===== src/rtl/alien_fleet.sv =====
// Alien invader fleet: 4x8 grid that marches across the playfield, drops a row at
// each edge, and loses aliens to the player bullet.
module alien_fleet #(
   parameter int unsigned STEP_TICKS = 8,
   parameter int unsigned LAND_ROW   = 14
) (
   input  logic        clk_36MHz,
   input  logic        reset,
   input  logic        clear,
   input  logic        enable,
   input  logic [4:0]  bullet_x,
   input  logic [3:0]  bullet_y,
   input  logic        bullet_flying,
   output logic        hit,
   output logic [31:0] alive,
   output logic [4:0]  fleet_x,
   output logic [3:0]  fleet_y,
   output logic        fleet_dir,
   output logic        all_dead,
   output logic        landed
);

   typedef enum logic {MARCH = 1'b0, HALTED = 1'b1} state_t;

   localparam logic [7:0] LAST_TICK  = 8'(STEP_TICKS - 1);
   localparam logic [4:0] LAND_ROW_5 = 5'(LAND_ROW);
   localparam logic [4:0] RIGHT_EDGE = 5'd24;

   state_t      state;
   state_t      state_next;
   logic [7:0]  tick_cnt;
   logic        hit_lock;
   logic        marching;
   logic        step;
   logic        rearm;
   logic [4:0]  dx;
   logic [3:0]  dy;
   logic [4:0]  hit_idx;
   logic        candidate;
   logic        do_hit;

   assign rearm = !reset || clear;

   always_ff @(posedge clk_36MHz) begin
      if (rearm)
         state <= MARCH;
      else
         state <= state_next;
   end

   always_comb begin
      state_next = state;
      case (state)
         MARCH:   if (all_dead || landed) state_next = HALTED;
         HALTED:  state_next = HALTED;
         default: state_next = MARCH;
      endcase
   end

   always_comb begin
      marching = (state == MARCH);
      step     = marching && enable && (tick_cnt == LAST_TICK);
   end

   // Bullet is compared against the current (pre-step) origin, so a hit that lands
   // on a step edge clears the cell the player actually saw.
   always_comb begin
      dx        = bullet_x - fleet_x;
      dy        = bullet_y - fleet_y;
      hit_idx   = {dy[1:0], dx[2:0]};
      candidate = bullet_flying && (bullet_x >= fleet_x) && (dx < 5'd8) &&
                  (bullet_y >= fleet_y) && (dy < 4'd4) && alive[hit_idx];
      do_hit    = candidate && !hit_lock;
   end

   always_ff @(posedge clk_36MHz) begin
      if (rearm) begin
         tick_cnt  <= '0;
         fleet_x   <= '0;
         fleet_y   <= '0;
         fleet_dir <= 1'b1;
         alive     <= '1;
         hit       <= 1'b0;
         hit_lock  <= 1'b0;
         all_dead  <= 1'b0;
         landed    <= 1'b0;
      end else begin
         if (marching && enable)
            tick_cnt <= (tick_cnt == LAST_TICK) ? 8'd0 : tick_cnt + 8'd1;

         if (step) begin
            if (fleet_dir && fleet_x < RIGHT_EDGE)
               fleet_x <= fleet_x + 5'd1;
            else if (!fleet_dir && fleet_x != 5'd0)
               fleet_x <= fleet_x - 5'd1;
            else begin
               fleet_y   <= fleet_y + 4'd1;
               fleet_dir <= !fleet_dir;
            end
         end

         // The lock keeps one bullet from chewing through a column of aliens.
         hit <= do_hit;
         if (do_hit) begin
            alive[hit_idx] <= 1'b0;
            hit_lock       <= 1'b1;
         end else if (!bullet_flying) begin
            hit_lock <= 1'b0;
         end

         all_dead <= (alive == 32'd0);
         landed   <= (({1'b0, fleet_y} + 5'd3) >= LAND_ROW_5);
      end
   end

endmodule

===== config.mk =====
export PLATFORM = sky130hd
export DESIGN_NAME = alien_fleet
export DESIGN_NICKNAME = d
export VERILOG_FILES = /design/src/rtl/alien_fleet.sv
export SDC_FILE = /design/constraint.sdc
export NUM_CORES = 1
export LEC_CHECK = 0
export ABC_AREA = 1
export BUFFER_PORTS_ARGS = -buffer_cell sky130_fd_sc_hd__buf_4
export CAP_MARGIN = 0
export CORE_MARGIN = 10
export CORE_UTILIZATION = 48
export CTS_CLUSTER_SIZE = 16
export DETAILED_ROUTE_END_ITERATION = 10
export GPL_TIMING_DRIVEN = 0
export PLACE_DENSITY_LB_ADDON = 0.25
export SLEW_MARGIN = 20
export SYNTH_ARGS = -nofsm -noshare
export SYNTH_HDL_FRONTEND = slang
export SYNTH_SLANG_ARGS = --single-unit
export TNS_END_PERCENT = 1

===== constraint.sdc =====
create_clock -name clk_36MHz -period 4.55 [get_ports clk_36MHz]
set_input_delay 0.91 -clock clk_36MHz [delete_from_list [all_inputs] [get_ports clk_36MHz]]
set_output_delay 0.91 -clock clk_36MHz [all_outputs]
set_load 0.05 [all_outputs]

# Word-level counts from Yosys, hierarchy flattened
# Cells that the tools add are included.
dict set report totals {
  regBits 55
  inputBits 14
  elab_cells 64
}
dict set report classes {
  n_addsub 7
  order_cmp 8
  n_eq_ne 2
  muxes 11
  bitwise_logic 5
  n_reduce_logical 21
}
# operator n
set op_table {}
lappend op_table {{$and 32x32->32} 1}
lappend op_table {{$logic_not 32->1} 1}
lappend op_table {{$not 32->32} 1}
lappend op_table {{$logic_and 1x1->1} 11}
lappend op_table {{$mux 5} 2}
lappend op_table {{$add 8x1->8 const B} 1}
lappend op_table {{$eq 8x3->1 const B} 1}
lappend op_table {{$mux 8} 1}
lappend op_table {{$lt 5x6->1 const B} 1}
lappend op_table {{$add 4x2->5 const B} 1}
lappend op_table {{$add 5x1->5 const B} 1}
lappend op_table {{$bmux 1 s5} 1}
lappend op_table {{$demux 1 s5} 1}
lappend op_table {{$ge 5x1->1 const B} 1}
lappend op_table {{$ge 5x4->1 const B} 1}
lappend op_table {{$ge 5x5->1} 1}
lappend op_table {{$lt 5x4->1 const B} 1}
lappend op_table {{$lt 5x5->1 const B} 1}
lappend op_table {{$mux 1} 5}
lappend op_table {{$reduce_bool 5->1} 1}
lappend op_table {{$sub 5x1->5 const B} 1}
lappend op_table {{$sub 5x5->5} 1}
lappend op_table {{$add 4x1->4 const B} 1}
lappend op_table {{$ge 4x4->1} 1}
lappend op_table {{other kinds (10)} 15}

# Longest topological paths before layout
# Gate-level depths: netlist of the first run.
dict set report depth {
  depth_word 8
  depth_mapped 16
}

# Worst setup path before layout of the first run
# No wires, ideal clock.
dict set report synth_path {
  path_kind {input to register}
  from {input bullet_x[0]}
  to {register alive[18]}
  setup_time_ns 0.117
  t_arrival_ns 2.706
  path_slack_ns 1.727
  stages 15
  cell_sequence {inv_1 ha_1 inv_1 fa_1 buf_4 inv_1 nand2_1 nand2_1 nand2_1 nand2_1 nor2_1 nand3_2 nor2_4 buf_8 a21oi_1}
}
dict set report synth_between {
  elab_chain_len 7
}
# element line_no
set synth_rtl {}
lappend synth_rtl {{start, declared} 11} ;# input logic [4:0] bullet_x,
lappend synth_rtl {{$sub 5x5->5 or $ge 5x5->1 (tied branches)} {68, 71}}
lappend synth_rtl {{$lt 5x6->1 (not written as such) (tied with other cells)} 105} ;# alive[hit_idx] <= 1'b0;
lappend synth_rtl {{$logic_and 1x1->1, on equally long branches} {105, 71}}
lappend synth_rtl {{$mux 1 (not written as such) or $logic_and 1x1->1 (tied branches)} {105, 71}}
lappend synth_rtl {{$demux 1 s5 or $logic_and 1x1->1 (tied branches)} {105, 72}}
lappend synth_rtl {{$not 32->32 (no source line) or $logic_and 1x1->1 (tied branches)} n/a}
lappend synth_rtl {{$and 32x32->32 (no source line) or $logic_and 1x1->1 (tied branches)} n/a}
lappend synth_rtl {{end signal, assigned} 82} ;# alive <= '1;
lappend synth_rtl {{end signal, assigned by index} 105}
lappend synth_rtl {{end, declared} 15} ;# output logic [31:0] alive,
# Several ways; a longest one is shown, not always the timed one. The select of a mux whose other input is x is not followed.
# A chain may end at the register's enable or synchronous reset.

# Final worst setup path of the first run
dict set report layout_path {
  from {input bullet_x[0]}
  to {register alive[10]}
}
# The elaborated chain is that of the path after synthesis.

==> flow_summary.toml, run 1 <==
[clocking]
cts_max_path_buffers = 2
clk_pin_slew_worst_paths_ps = 100
cts.htree.levels = 2
tritoncts.num_buffers = 5
holdBufCountCts = 0
cts-resized-gates = 0
clock-root-buffer = "clkbuf_8"
cts_tree = "done"
clock_latency_ps = 310
post_cts_buffers = 0
cts.sinks = 55

[floorplan]
dieHeight_um = 103
die_x_um = 103
rows = 30
initial_utilization_pct = 48.7
ios = 59
dieArea_um2 = 10500
core_um2 = 6720

[worst_setup_path]
cp_common_cell = "nand2_1"
arrival_ps = 3160
cpPeakStageDelay_ps = 560
cp.required_ps = 4750
cp_cell_sequence = "buf_4 -> inv_1 -> ha_1 -> inv_1 -> fa_1 -> buf_4 -> inv_1 -> nand2_1 -> nand2_1 -> nand2_1 -> nand2_1 -> nor2_1 -> nand3_2 -> nor2_4 -> buf_6 -> a21oi_1"
crit_path_start = "bullet_x[0]"
worstSetupPathType = "input port to flop"
crit_family = "buffers and inverters"
timing.rr.start = "fleet_x[0]"
cp-end-kind = "flop"
startpoint_type = "input port"
critPathMaxFanout = 10
cp.buffers_inverters = 6
slowest_stage = "fa_1"

[yosys]
syn_area_per_cell_um2 = 6.58
synth-seq-cells = 55
synth_most_common_cell = "nor2_1"
synthesis.area_um2 = 3270
synth_largest_area_cell = "dfxtp_1"
synth_ff_type = "dfxtp_1"
yosys_warnings = 0
ys_types = 31
synth.area.top_cells = "dfxtp_1 (34%), nor2_1 (11%), nand2_1 (11%), inv_1 (9.3%), a21oi_1 (7.2%)"
synth_fp_nets = 530
synth_async_sr_flop_share_pct = 0
synth.yosys.seq_area_share_pct = 33.7
synth_edf_count = 0
netlist.area_leader.share_pct = 33.7
synth_common_cells = "nor2_1 (100), nand2_1 (99), inv_1 (81), dfxtp_1 (55), a21oi_1 (47)"
netlist_instances = 497

[timing]
fin_crit_ps = 2950
holdWs_ps = 500
slew_viol_final = 0
worst_pin_slew_ps = 573
slew_headroom_pct = 61.8
finalSetupTns_ps = 0
setup_viol = 0
skew_ps = 14.4
max_freq_mhz = 338
rsz0062_at_grt = "no"
fin_crit_sh_pct = 64.9
finalHoldViolations = 0

[routing]
wire_per_inst_um = 13.1
vias_per_cell = 4.99
first_iter_violations = 191
ant_nets = 0
drt_pre_antenna_iters = 4
num_vias = 3208
totalWireLength_mm = 8.42
drc_errors = 0

[grt]
track_usage_pct = 16.3
grt-ovfl-total = 0
grt_pass1_vias = 3003
antenna_found_initial = 0
grt_max_degree = 17
grt_pass1_wl_mm = 14.0

[layout]
fin_area_um2 = 3890
fin_util_pct = 57.9
synthToLayoutAreaGrowth_pct = 19.0
drive_above_1_share_pct = 14.9
final_nets = 595
n_antenna_cell = 0

[placed_design]
dpl.hpwl_mm = 6.66
port-buffer-count = 58
gp_congestion = 0.987
placed_area_um2 = 3810

[power_and_ir_drop]
power.density_nw_per_um2 = 214
ir_drop_mv = 0.130
power.leakage_nw = 1.96

[worst_hold_path]
hp-class = "flop to flop"
min_from = "all_dead"

[outcome]
status = "finished, final reports clean"

[run]
drv_cap = 0
-- metal layers --
| metal | routed length (um) | up-vias | part of all wire (%) | global-route usage, % |
|---|---|---|---|---|
| li1 | - | 1695 | - | - |
| met1 | 3820 | 1440 | 45 | 20.8 |
| met2 | 4060 | 65 | 48 | 27.2 |
| met3 | 452 | 8 | 5.4 | 3.75 |
| met4 | 92 | 0 | 1.1 | 4.01 |
| met5 | 0 | - | 0 | 0 |
-- kinds of logic (layout without fill, tap and decap cells) --
logic type               after synthesis  after routing  synth area share, %
XOR/XNOR                               6              6                 1.61
adder cells (fa/ha/maj)               19             19                 7.95
AND/OR/NAND/NOR                      252            252                 32.4
flip-flops                            55             55                 33.7
buffers and inverters                 94            160                 12.5
AO/OA/AOI/OAI                         71             71                 11.9
-- registers in the layout, indices dropped and copies added, names as in the netlist --
name / flops
tick_cnt: 8
fleet_dir: 1
hit_lock: 1
fleet_y: 4
alive: 32
all_dead: 1
landed: 1
hit: 1
state: 1
fleet_x: 5
-- per-stage QoR --
stage	worst slack (ps)	cells	total power [mW]
3_5_place_dp	1280	635	0.575
6_report	1600	643	0.833
3_3_place_gp	1310	635	0.573
4_1_cts	1600	643	0.840
2_1_floorplan	1730	497	0.547
5_1_grt	1400	643	0.866
-- area by class of cell --
class	count	area (um2)
buffer	12	97.6
clock buffer	6	72.6
clock inverter	2	12.5
fill	671	2830
inverter	82	313
multi-input combinational	348	1760
sequential	55	1100
tap	80	100
timing repair buffer	58	435
-- tightest hold or removal path, stage by stage, from the launching register on --
cell     delay, ps
dfxtp_1        340
nor3_1          50
nor2_1          80
-- layout by cell type (no fill, tap or decap), drive strengths merged, types with 5 or more instances in the layout --
master and instances:
a21oi 53, buf 66, clkbuf 10, dfxtp 55
ha 16, inv 82, nand2 101, nand3 22
nand4 7, nor2 101, nor3 10, nor4 5
o21ai 13, xor2 5
-- power breakdown --
part	switching (mW)	internal, mW	total, mW	leakage [nW]
combinational	0.0534	0.0278	0.0811	1.48
clock	0.161	0.108	0.269	0.0412
sequential	0.000909	0.482	0.483	0.445
total	0.215	0.618	0.833	1.96
-- worst paths after layout --
kind / endpoint / slack (ps) / depth (start not counted)
worst max-delay path: alive[10] / 1600 / 16
worst min-delay path: state / 500 / 2
worst max register to register: alive[10] / 1780 / 14
worst min register to register: state / 500 / 2
(Power assumes the default switching activity.)
==> inputs of run 2 (changes only) <==
Settings changed: ABC_AREA 1 to 0.
Clock period 4.55 ns to 3.1 ns, I/O delays scaled along.
==> flow_summary.toml, run 2 <==
[grt]
grt_pass1_vias = 3220
grt_pass1_wl_mm = 15.7
track_usage_pct = 18.5
antenna_found_initial = 0
grt_max_degree = 19
grt-ovfl-total = 0

[worst_setup_path]
worstSetupPathType = "input port to flop"
reg2reg_slack_ps = 140
crit_family = "adder cells"
cp.buffers_inverters = 5
slowest_stage = "mux4_2"
cp_cell_sequence = "buf_4 -> inv_1 -> ha_1 -> inv_1 -> fa_1 -> buf_6 -> mux4_2 -> or4b_4 -> nand2_1 -> a2111oi_4 -> clkbuf_4 -> a21oi_1"
cp-end-kind = "flop"
cpPeakStageDelay_ps = 530
startpoint_type = "input port"
critPathMaxFanout = 10
arrival_ps = 3230
cp_common_cell = "inv_1"
cp.required_ps = 3340

[layout]
synthToLayoutAreaGrowth_pct = 20.7
largest_reg_flops = 32
layout_commonest_cell = "nor2_1"
n_antenna_cell = 0
final_nets = 484
reg_top3 = "alive: 32 flops, tick_cnt: 8 flops, fleet_x: 5 flops"
regMostFlops = "alive"
drive_above_1_share_pct = 20.1
final_cell_mix = "nor2_1 (74), buf_4 (59), dfxtp_1 (54), a21oi_1 (34), nand2_1 (20)"

[power_and_ir_drop]
p_int_mw = 0.921
power.leakage_nw = 1.45
netSwitchingPower_mw = 0.348
ir_drop_mv = 0.230
power.share.switching_pct = 27.4
clockPowerShare_pct = 33.1
power.total_mw = 1.27
power.density_nw_per_um2 = 330
seqPwrFrac_pct = 55.7
power_frac_comb_pct = 11.1

[yosys]
synth_edf_count = 0
ys_types = 55
synth_async_sr_flop_share_pct = 0
synth_common_cells = "nor2_1 (74), dfxtp_1 (55), a21oi_1 (34), nand2_1 (20), ha_1 (16)"
synth_most_common_cell = "nor2_1"
netlist_instances = 387
synth.area.top_cells = "dfxtp_1 (35%), nor2_1 (8.7%), ha_1 (6.3%), a21oi_1 (5.3%), nor4_1 (2.9%)"
synthesis.area_um2 = 3190
synth-seq-cells = 55
synth_ff_type = "dfxtp_1"
syn_area_per_cell_um2 = 8.24
netlist.area_leader.share_pct = 34.5
synth_fp_nets = 420
synth.yosys.seq_area_share_pct = 34.5
synth_largest_area_cell = "dfxtp_1"
yosys_warnings = 0

[timing]
holdWs_ps = 490
slew_headroom_pct = 55.9
setup_viol = 0
skew_ps = 18.0
fin_crit_ps = 2990
rsz0062_at_grt = "yes"
finalHoldViolations = 0
worst_pin_slew_ps = 654
fin_crit_sh_pct = 96.4
max_freq_mhz = 335
slew_viol_final = 0

[floorplan]
dieArea_um2 = 10300
rows = 29
dieHeight_um = 102
ios = 59
core_um2 = 6390
die_x_um = 102
initial_utilization_pct = 50.0

[worst_hold_path]
hp-class = "flop to flop"

[routing]
first_iter_violations = 193
num_vias = 3123
wire_per_inst_um = 17.4
ant_nets = 0
vias_per_cell = 5.90
drt_pre_antenna_iters = 4
totalWireLength_mm = 9.21
drc_errors = 0

[placed_design]
dpl.hpwl_mm = 7.18
gp_congestion = 0.911
port-buffer-count = 58

[clocking]
holdBufCountCts = 0
cts.sinks = 55
clk_pin_slew_worst_paths_ps = 100
tritoncts.num_buffers = 5
cts.htree.levels = 2
cts_tree = "done"
clock-root-buffer = "clkbuf_8"
cts_max_path_buffers = 2
clock_latency_ps = 320

[outcome]
status = "finished, final reports clean"

[run]
drv_cap = 0
-- run 2: cell types whose count changed after synthesis, sizes merged, moves of 10 or more --
cell   before  now
nand2     101   20
inv        82   12
nor4        5   15
nor2      101   74
a21oi      53   34
-- run 2: per-layer routing --
layer	track usage, %	share of wire, %	wire (um)
met5	0	0	0
met4	5.25	0.97	89
met3	4.08	6.4	589
met2	31.7	49	4510
met1	22.5	44	4020
-- run 2: layout make-up --
cell class              count  area, um2
plain buffers              20        111
clock buffers               5       68.8
clock inverters             3       22.5
fillers                   598       2540
inverters                  12       45.0
multi-input cells         299       1970
flip-flops and latches     55       1100
well taps                  77       96.3
repair buffers             58        435
-- run 2: what timing repair did --
| action | 4_1_cts | 5_1_grt |
|---|---|---|
| endpoints found under the setup margin | 18 | 14 |
| pin swaps | 0 | 0 |
| resized for setup | 2 | 4 |
| buffers inserted | 0 | 0 |
-- run 2: worst reg2reg max path: cells and delay by family (launching register included) --
family          cells  cell delay [ps]
simple gates        2              640
flops               1              470
buf+inv             3              500
mux                 1              530
fa+ha+maj           1              540
compound gates      2              210
-- run 2: path summary, 6_finish.rpt --
path          startpoint  endpoint  depth (start not counted)
max reg2reg   fleet_x[1]  alive[6]                          9
max          bullet_x[0]  alive[6]                         12
min reg2reg     hit_lock  hit_lock                          2
min             hit_lock  hit_lock                          2
-- run 2: per-stage QoR --
stage | instance area [um2] | utilization [%] | setup TNS, ps | worst slack [ps] | instances
after floorplan | 3190 | - | 0 | 85.4 | 387
after global placement | 3720 | 58.3 | -8430 | -480 | 522
after detailed placement | 3720 | 58.3 | -8460 | -492 | 522
after CTS | 3830 | 60.0 | 0 | 56.8 | 530
after global routing | 3850 | 60.3 | -4.22 | -4.22 | 529
final | 3850 | 60.3 | 0 | 111 | 529
-- run 2: power groups by stage --
stage               clock, mW  combinational (mW)  sequential [mW]
floorplan                   0              0.0904            0.726
global placement            0               0.135            0.725
detailed placement          0               0.137            0.725
CTS                     0.425               0.139            0.709
global route            0.453               0.157            0.708
finish                  0.421               0.141            0.708
-- run 2: cell families (layout without fill, tap and decap cells) --
family | after synthesis | count (layout) | share of synthesized area, %
buffers and inverters | 33 | 98 | 4.94
AND/OR/NAND/NOR | 180 | 180 | 28.3
adder cells (fa/ha/maj) | 19 | 19 | 8.16
multiplexers | 14 | 14 | 5.84
AO/OA/AOI/OAI | 70 | 70 | 13.8
XOR/XNOR | 16 | 16 | 4.39
flip-flops | 55 | 55 | 34.5
==> inputs of run 3 (changes only) <==
Settings changed: BUFFER_PORTS_ARGS -buffer_cell sky130_fd_sc_hd__buf_4 to not set, DONT_BUFFER_PORTS set to 1, TNS_END_PERCENT 1 to 5.
==> flow_summary.toml, run 3 (same netlist as run 2, synthesis figures left out) <==
[outcome]
status = "finished, final reports clean"

[timing]
finalHoldViolations = 0
rsz0062_at_grt = "yes"
max_freq_mhz = 332
worst_pin_slew_ps = 694
holdWs_ps = 455
skew_ps = 13.5
fin_crit_sh_pct = 97.2
fin_crit_ps = 3010
slew_headroom_pct = 53.3
setup_viol = 0
slew_viol_final = 0

[worst_setup_path]
slowest_stage = "mux4_2"
cp-end-kind = "flop"
cp_cell_sequence = "ha_4 -> inv_1 -> fa_1 -> buf_6 -> mux4_2 -> or4b_4 -> nand4_2 -> a211oi_2 -> buf_6 -> a31oi_1"
worstSetupPathType = "flop to flop"
cpPeakStageDelay_ps = 530
arrival_ps = 3270
startpoint_type = "flop"
cp.required_ps = 3350
critPathMaxFanout = 10
cp_common_cell = "buf_6"

[placed_design]
dpl.hpwl_mm = 6.88
gp_congestion = 0.899
port-buffer-count = 0
placed_area_um2 = 3290

[layout]
fin_util_pct = 54.4
fin_area_um2 = 3480
final_cell_mix = "nor2_1 (74), dfxtp_1 (50), a21oi_1 (32), nand2_1 (20), ha_1 (15)"
num-fill-cells = 628
reg_top3 = "alive: 32 flops, tick_cnt: 8 flops, fleet_x: 5 flops"
n_antenna_cell = 0
synthToLayoutAreaGrowth_pct = 8.94
largest_reg_flops = 32
final_nets = 426
drive_above_1_share_pct = 10.4
layout_commonest_cell = "nor2_1"
regMostFlops = "alive"

[clocking]
clk_pin_slew_worst_paths_ps = 110
holdBufCountCts = 0
clock-root-buffer = "clkbuf_8"
cts.htree.levels = 2
tritoncts.num_buffers = 5
cts.sinks = 55
cts_max_path_buffers = 2
cts_tree = "done"
post_cts_buffers = 0
clock_latency_ps = 320

[run]
drv_cap = 0

[grt]
grt-ovfl-total = 0
grt_pass1_vias = 2829
antenna_found_initial = 0
grt_max_degree = 18
grt_pass1_wl_mm = 14.4
track_usage_pct = 17.3

[power_and_ir_drop]
power.total_mw = 1.32
ir_drop_mv = 0.200
power.leakage_nw = 1.20
power.density_nw_per_um2 = 380

[worst_hold_path]
hp-class = "input port to flop"

[floorplan]
ios = 59
dieArea_um2 = 10300
core_um2 = 6390
rows = 29
dieHeight_um = 102
initial_utilization_pct = 50.0
die_x_um = 102

[routing]
totalWireLength_mm = 8.93
first_iter_violations = 112
ant_nets = 0
drt_pre_antenna_iters = 4
wire_per_inst_um = 18.9
num_vias = 2852
drc_errors = 0
vias_per_cell = 6.06
## run 3: final timing paths
| kind | endpoint | slack (ps) | startpoint | cells after the start |
|---|---|---|---|---|
| max | alive[25] | 90 | fleet_x[0] | 10 |
| min | fleet_dir | 450 | clear | 2 |
| max reg2reg | alive[25] | 90 | fleet_x[0] | 10 |
| min reg2reg | hit_lock | 520 | hit_lock | 2 |
## run 3: cell type report
cell class | instances | area [um2] | share of cell area, %
well taps | 77 | 96.3 | 2.77
plain buffers | 20 | 115 | 3.31
flip-flops and latches | 55 | 1110 | 32.1
clock buffers | 5 | 68.8 | 1.98
multi-input cells | 299 | 1990 | 57.3
clock inverters | 3 | 43.8 | 1.26
inverters | 12 | 45.0 | 1.30
## run 3: worst max-delay path: cells and delay by family, from the launching register on
kind / cells / cell delay, ps
AND/OR/NAND/NOR: 2 / 640
buffers and inverters: 3 / 360
AO/OA/AOI/OAI: 2 / 230
flip-flops: 1 / 510
multiplexers: 1 / 530
adder cells (fa/ha/maj): 2 / 670
## run 3: where the power goes
part	internal, mW	total (mW)	switching, mW	leakage, nW
combinational	0.0416	0.127	0.0852	0.696
clock	0.241	0.486	0.245	0.0581
sequential	0.705	0.707	0.00211	0.448
## run 3: repair_timing
item | in CTS | in global routing
gates resized for setup | 8 | 11
cloned | 0 | 0
endpoints found under the setup margin | 34 | 31
pin swaps | 0 | 0
## run 3: metrics by stage
stage	worst slack [ps]	instances	setup TNS (ps)
after global placement	-516	464	-9710
after floorplan	85.4	387	0
final	85.5	471	0
after detailed placement	-537	464	-9850
after global routing	-25.9	471	-104
after CTS	6.89	471	0
## run 3: layer usage
layer | share of wire (%) | GRT usage [%] | up-vias
met5 | 0 | 0 | -
met1 | 42 | 20.0 | 1365
li1 | - | - | 1388
met3 | 8.5 | 5.85 | 14
met4 | 1.4 | 5.25 | 0
met2 | 48 | 29.3 | 85
